**config.mk**
```make
export PLATFORM = sky130hd
export DESIGN_NAME = rst_req_ctrl
export DESIGN_NICKNAME = d
export VERILOG_FILES = /design/src/rtl/rstmgr_pkg.sv /design/src/rtl/rst_req_timer.sv /design/src/rtl/rst_req_ctrl.sv
export SDC_FILE = /design/constraint.sdc
export NUM_CORES = 1
export LEC_CHECK = 0
export ABC_AREA = 1
export ABC_CLOCK_PERIOD_IN_PS = 1900
export BUFFER_PORTS_ARGS = -buffer_cell sky130_fd_sc_hd__clkbuf_2
export CORE_UTILIZATION = 57
export DETAILED_ROUTE_END_ITERATION = 7
export PLACE_DENSITY = 0.79
export SYNTH_ARGS = -nofsm -noshare
export SYNTH_HDL_FRONTEND = slang
export SYNTH_SLANG_ARGS = --single-unit
```
**constraint.sdc**
```tcl
create_clock -name clk_i -period 1.9 [get_ports clk_i]
set_input_delay 0.38 -clock clk_i [delete_from_list [all_inputs] [get_ports clk_i]]
set_output_delay 0.38 -clock clk_i [all_outputs]
set_load 0.02 [all_outputs]
```
**src/rtl/rstmgr_pkg.sv**
```systemverilog
// Shared types and constants for the reset request controller.
package rstmgr_pkg;

    typedef enum logic [1:0] {
        StIdle     = 2'd0,
        StHold     = 2'd1,
        StWaitLow  = 2'd2,
        StWaitHigh = 2'd3
    } rst_req_state_e;

    localparam int unsigned CauseW    = 3;
    localparam int unsigned CauseSw   = 0;
    localparam int unsigned CauseWdog = 1;
    localparam int unsigned CauseDbg  = 2;

    function automatic int unsigned max_u(input int unsigned a, input int unsigned b);
        return (a > b) ? a : b;
    endfunction

endpackage

```
**src/rtl/rst_req_timer.sv**
```systemverilog
// Loadable down-counter that saturates at zero; shared by the hold and
// timeout phases since they never overlap.
module rst_req_timer #(
    parameter int unsigned Width = 8
) (
    input  logic             clk_i,
    input  logic             rst_ni,
    input  logic             load,
    input  logic [Width-1:0] load_val,
    input  logic             en,
    output logic             zero
);

    localparam logic [Width-1:0] One = Width'(1);

    logic [Width-1:0] cnt;

    always_ff @(posedge clk_i or negedge rst_ni) begin
        if (!rst_ni) begin
            cnt <= '0;
        end else if (load) begin
            cnt <= load_val;
        end else if (en && (cnt != '0)) begin
            cnt <= cnt - One;
        end
    end

    assign zero = (cnt == '0);

endmodule

```
**src/rtl/rst_req_ctrl.sv**
```systemverilog
// Reset request controller: stretches and handshakes sw/wdog/dbg reset
// requests towards the reset manager and keeps a sticky cause record.
//
// state      | meaning
// -----------+-----------------------------------------------------------
// StIdle     | no request outstanding, rst_req_o low
// StHold     | request asserted, minimum width running, level sources extend it
// StWaitLow  | request held, waiting for the manager to pull system reset low
// StWaitHigh | request dropped, waiting for system reset to be released
module rst_req_ctrl
    import rstmgr_pkg::*;
#(
    parameter int unsigned MinHoldCycles = 16,
    parameter int unsigned TimeoutCycles = 256
) (
    input  logic              clk_i,
    input  logic              rst_ni,
    input  logic              sw_req_i,
    input  logic              wdog_req_i,
    input  logic              dbg_req_i,
    input  logic              sys_rst_ni_i,
    input  logic              cause_clr_i,
    output logic              rst_req_o,
    output logic              busy_o,
    output logic [CauseW-1:0] cause_o,
    output logic              err_o
);

    localparam int unsigned CntW = $clog2(max_u(MinHoldCycles, TimeoutCycles) + 1);
    // Loading N-1 gives exactly N cycles in the state before the zero flag ends it.
    localparam logic [CntW-1:0] HoldLoad    = CntW'(MinHoldCycles - 1);
    localparam logic [CntW-1:0] TimeoutLoad = CntW'(TimeoutCycles - 1);

    rst_req_state_e    state;
    logic              pending;
    logic              seen_low;
    logic              req_any;
    logic              hold_done;
    logic              timeout_hit;
    logic              timer_load;
    logic [CntW-1:0]   timer_val;
    logic              timer_en;
    logic              timer_zero;
    logic [CauseW-1:0] cause_set;

    assign req_any     = sw_req_i | wdog_req_i | dbg_req_i;
    assign hold_done   = (state == StHold) && timer_zero && !wdog_req_i && !dbg_req_i;
    assign timeout_hit = (state == StWaitLow) && sys_rst_ni_i && timer_zero;
    assign timer_en    = (state == StHold) || (state == StWaitLow);

    always_comb begin
        timer_load = 1'b0;
        timer_val  = HoldLoad;
        if ((state == StIdle) && (req_any || pending)) begin
            timer_load = 1'b1;
            timer_val  = HoldLoad;
        end else if (hold_done && !seen_low && sys_rst_ni_i) begin
            timer_load = 1'b1;
            timer_val  = TimeoutLoad;
        end
    end

    rst_req_timer #(
        .Width (CntW)
    ) u_timer (
        .clk_i    (clk_i),
        .rst_ni   (rst_ni),
        .load     (timer_load),
        .load_val (timer_val),
        .en       (timer_en),
        .zero     (timer_zero)
    );

    always_ff @(posedge clk_i or negedge rst_ni) begin
        if (!rst_ni) begin
            state     <= StIdle;
            pending   <= 1'b0;
            seen_low  <= 1'b0;
            rst_req_o <= 1'b0;
            busy_o    <= 1'b0;
        end else begin
            case (state)
                StIdle: begin
                    if (req_any || pending) begin
                        state     <= StHold;
                        pending   <= 1'b0;
                        seen_low  <= 1'b0;
                        rst_req_o <= 1'b1;
                        busy_o    <= 1'b1;
                    end
                end
                StHold: begin
                    if (!sys_rst_ni_i) begin
                        seen_low <= 1'b1;
                    end
                    if (hold_done) begin
                        if (seen_low || !sys_rst_ni_i) begin
                            state     <= StWaitHigh;
                            rst_req_o <= 1'b0;
                        end else begin
                            state <= StWaitLow;
                        end
                    end
                end
                StWaitLow: begin
                    if (req_any) begin
                        pending <= 1'b1;
                    end
                    if (!sys_rst_ni_i) begin
                        state     <= StWaitHigh;
                        rst_req_o <= 1'b0;
                    end else if (timer_zero) begin
                        state     <= StIdle;
                        rst_req_o <= 1'b0;
                        busy_o    <= 1'b0;
                    end
                end
                StWaitHigh: begin
                    if (req_any) begin
                        pending <= 1'b1;
                    end
                    if (sys_rst_ni_i) begin
                        state  <= StIdle;
                        busy_o <= 1'b0;
                    end
                end
                default: begin
                    state     <= StIdle;
                    rst_req_o <= 1'b0;
                    busy_o    <= 1'b0;
                end
            endcase
        end
    end

    always_comb begin
        cause_set            = '0;
        cause_set[CauseSw]   = sw_req_i;
        cause_set[CauseWdog] = wdog_req_i;
        cause_set[CauseDbg]  = dbg_req_i;
    end

    // Setting a bit takes priority over a simultaneous clear.
    always_ff @(posedge clk_i or negedge rst_ni) begin
        if (!rst_ni) begin
            cause_o <= '0;
            err_o   <= 1'b0;
        end else begin
            cause_o <= (cause_clr_i ? '0 : cause_o) | cause_set;
            err_o   <= (err_o & ~cause_clr_i) | timeout_hit;
        end
    end

endmodule

```
==> summary by stage <==
Clock network
TritonCTS built the clock tree. The clock transition at the registers of the reported paths is 0.11 ns. The number of hold buffers added after CTS is 0. In this run the number of H-tree levels came out at 1. The cell at the root of the clock tree is sky130_fd_sc_hd__clkbuf_4. Buffers added to address setup during post-CTS repair amount to 0. The clock passes through at most 2 buffers.

Buffers inserted during clock tree synthesis total 3. At the later pin of the worst-skew pair, clock insertion delay measures 0.30 ns. The clock net in this run drives a total of 19 sinks.

Floorplanning
The number of placed I/O pins is 13. The die covers 2260 sq um. For this configuration, the core starts out at a cell density of 60.2%. The standard-cell row count is 16. The die is roughly 48 um tall. The area of the core region is 1960 sq um. The die extent in x is 47.5 um.

Timing
The number of hold violations in the final report is 0. The relative slew slack is 68.7%. In the finished design, the share of the clock period the worst path needs comes to between 80 and 90%. The achievable frequency is 606 MHz. The number of pins with negative max-slew slack in the final report came to 0. Setup violations remaining at the end of the flow were counted as 0. The clock period minus final worst setup slack is 1.65 ns. The worst-margin pin slew is 0.470 ns.

Setup repair after global routing left no endpoint under its margin. Summed over all failing endpoints, the final setup total negative slack is 0 ns. The clock skew after layout is 0.00521 ns.

Power
In this run the static leakage power is 0.712 nW. Summed over all nets, the switching power comes to 0.916 mW. Dividing total power by cell area gives a power density of 1460 nW/um^2. The clock share of power is 10.8%. The switching portion of total power is 48.2%. Per report_power, the combinational group accounts for 56.1% of the total. The internal power of the cells totals 0.983 mW. The sequential share of power is 33.1%.

The worst supply voltage drop on vdd is 0.000917 V.

Final layout
The signed area change from the synthesized netlist to the final layout is 10.2%. In the layout the commonest cells are sky130_fd_sc_hd__nand2_1, sky130_fd_sc_hd__inv_1, sky130_fd_sc_hd__dfrtp_1. Counting the fill cells in the layout gives roughly 180. The repair_antennas step left the layout with diodes totalling 0. The finished layout cell area is 1300 sq um.

For this run, the post-layout net count is 186. The share of layout cells above drive strength 1 is 15.6%. Leaving out fill and tap cells, the most frequent cell in the layout is sky130_fd_sc_hd__nand2_1.

Global routing
Global routing used 24.6% of the available tracks across all layers. The first-pass GRT wire length is 3760 um. The number of global-route vias before repair is 874. The maximum number of pins on one net before global-route repair is 20.

Summed over all layers, the global routing overflow is 0. The initial antenna violation count came to 0.

Placement
Routability-driven placement finished with a final weighted congestion of 0.841. Detailed placement finished with a half-perimeter wire length of 1870 um. In this run the cell area measured after placement is 1270 sq um. The number of buffer cells added on primary ports is 12.

Synthesis
Dividing the synthesized area by the synthesized cell count gives 7.48 sq um. The number of different library cells used by synthesis comes to 24. Counting every instance in the synthesized netlist gives 158.

The number of register bits inferred by synthesis is 19. The share of synthesized area occupied by flip-flops and latches is 40.3%. The net count of the mapped netlist is 170. The mapped cell area is 1180 sq um. For this run, the number of Yosys warnings is 0.

Worst hold path
The path class of the tightest hold or removal check is input pin to async pin.

Critical path
STA classifies the critical path startpoint as a register. Data on the critical path is required at its endpoint by 2.11 ns. STA classifies the critical path endpoint as a register. Data arrives at the worst endpoint at 1.86 ns. The worst setup path category is register to register. In this run the worst path has a maximum fanout of 6.

Routing
The iteration-0 DRC count of the detailed router is 36. After detailed routing, the average wire length per cell comes to 11.9 um. The average via count per standard cell is 5.30. The number of detailed-route iterations in the first pass is 4.

The total length of routed wires is between 2000 and 2500 um. In this run the remaining antenna-violating nets after routing total 0. After detailed routing, the number of remaining DRC violations is 0. The total vias in the final route is roughly 1.1k.

Status
The run finished with clean final reports.

Job
The tool flagged a number of max-cap violations equal to 0.
==> synthesized netlist by cell type, drive strengths merged <==
cell	number	share of area, %
nor3	1	0.42
o21bai	2	1.3
nand3	15	7.2
nor2	13	5.0
buf	1	0.42
inv	31	9.9
o21ai	11	4.7
nand2	44	16
nand3b	3	1.9
ha	5	5.3
a21oi	3	1.3
o211ai	1	0.64
o31ai	1	0.64
nand4	8	4.8
dfrtp	19	40
==> through the flow <==
step                      total power [mW]  hold slack, ns  util, %  instances  worst slack (ns)
after floorplan                       1.45          0.0844        -        158             0.411
after global placement                1.62           0.358     64.7        196             0.334
after detailed placement              1.69           0.355     64.7        196             0.166
after CTS                             1.89          0.0202     66.1        200             0.152
after global routing                  2.09          0.0408     66.3        200            0.0876
final                                 1.90          0.0154     66.3        200             0.250
==> power groups by stage <==
stage               Sequential [mW]  Clock, mW  Combinational [mW]
global placement              0.626          0               0.996
finish                        0.628      0.205                1.07
global route                  0.645      0.227                1.22
floorplan                     0.644          0               0.809
detailed placement            0.636          0                1.05
CTS                           0.627      0.211                1.05
==> sequential cells by signal, indices dropped and copies added, names as in the netlist <==
register / cells
state: 2
err_o: 1
rst_req_o: 1
pending: 1
cause_o: 3
busy_o: 1
u_timer.cnt: 9
seen_low: 1
==> worst max-delay path, cell delays in order, from the launching register on <==
cell and delay [ns]:
sky130_fd_sc_hd__dfrtp_1 0.43, sky130_fd_sc_hd__inv_1 0.13, sky130_fd_sc_hd__ha_1 0.23, sky130_fd_sc_hd__inv_1 0.08, sky130_fd_sc_hd__nor3_2 0.18, sky130_fd_sc_hd__nand4_2 0.23
sky130_fd_sc_hd__nand3_1 0.13, sky130_fd_sc_hd__nand2_1 0.06, sky130_fd_sc_hd__nand2_1 0.05, sky130_fd_sc_hd__inv_1 0.03
==> final timing paths <==
check / start / to / slack [ns] / depth (start not counted)
hold / removal: rst_ni / u_timer.cnt[1] / 0.02 / 1
setup / recovery: state[1] / u_timer.cnt[7] / 0.25 / 9
min in group clk_i: cause_clr_i / cause_o[2] / 0.31 / 2
max in group asynchronous: rst_ni / u_timer.cnt[8] / 1.56 / 1
hold reg to reg: rst_req_o / rst_req_o / 0.49 / 2
setup reg to reg: state[1] / u_timer.cnt[7] / 0.25 / 9
==> final cells by class <==
cell class                 count  area (sq um)  share of cell area, %
multi-input combinational    107           589                   45.3
timing repair buffer          12          60.1                   4.62
sequential                    19           475                   36.5
clock buffer                   4          26.3                   2.02
tap                           27          33.8                   2.60
inverter                      31           116                   8.94
==> cells by family (layout without fill, tap and decap cells) <==
kind of cell / after synthesis / after routing / share of synthesized area (%)
adders and majority gates: 5 / 5 / 5.30
DFF: 19 / 19 / 40.3
AOI/OAI and AO/OA: 18 / 18 / 8.47
buffers and inverters: 32 / 47 / 10.3
and+or+nand+nor: 84 / 84 / 35.7
==> repair_timing <==
item | CTS | global route
gates resized for setup | 0 | 1
endpoints found under the hold margin | 0 | 0
setup endpoints to repair | 0 | 2
==> layer usage <==
| metal | vias up | wire (um) | track usage, % |
|---|---|---|---|
| met5 | - | 0 | 0 |
| li1 | 536 | - | - |
| met2 | 41 | 1130 | 40.5 |
| met4 | 0 | 30 | 12.0 |
| met1 | 479 | 1100 | 30.0 |
| met3 | 4 | 117 | 6.04 |
Note: power is estimated with default switching activity, not from simulation.
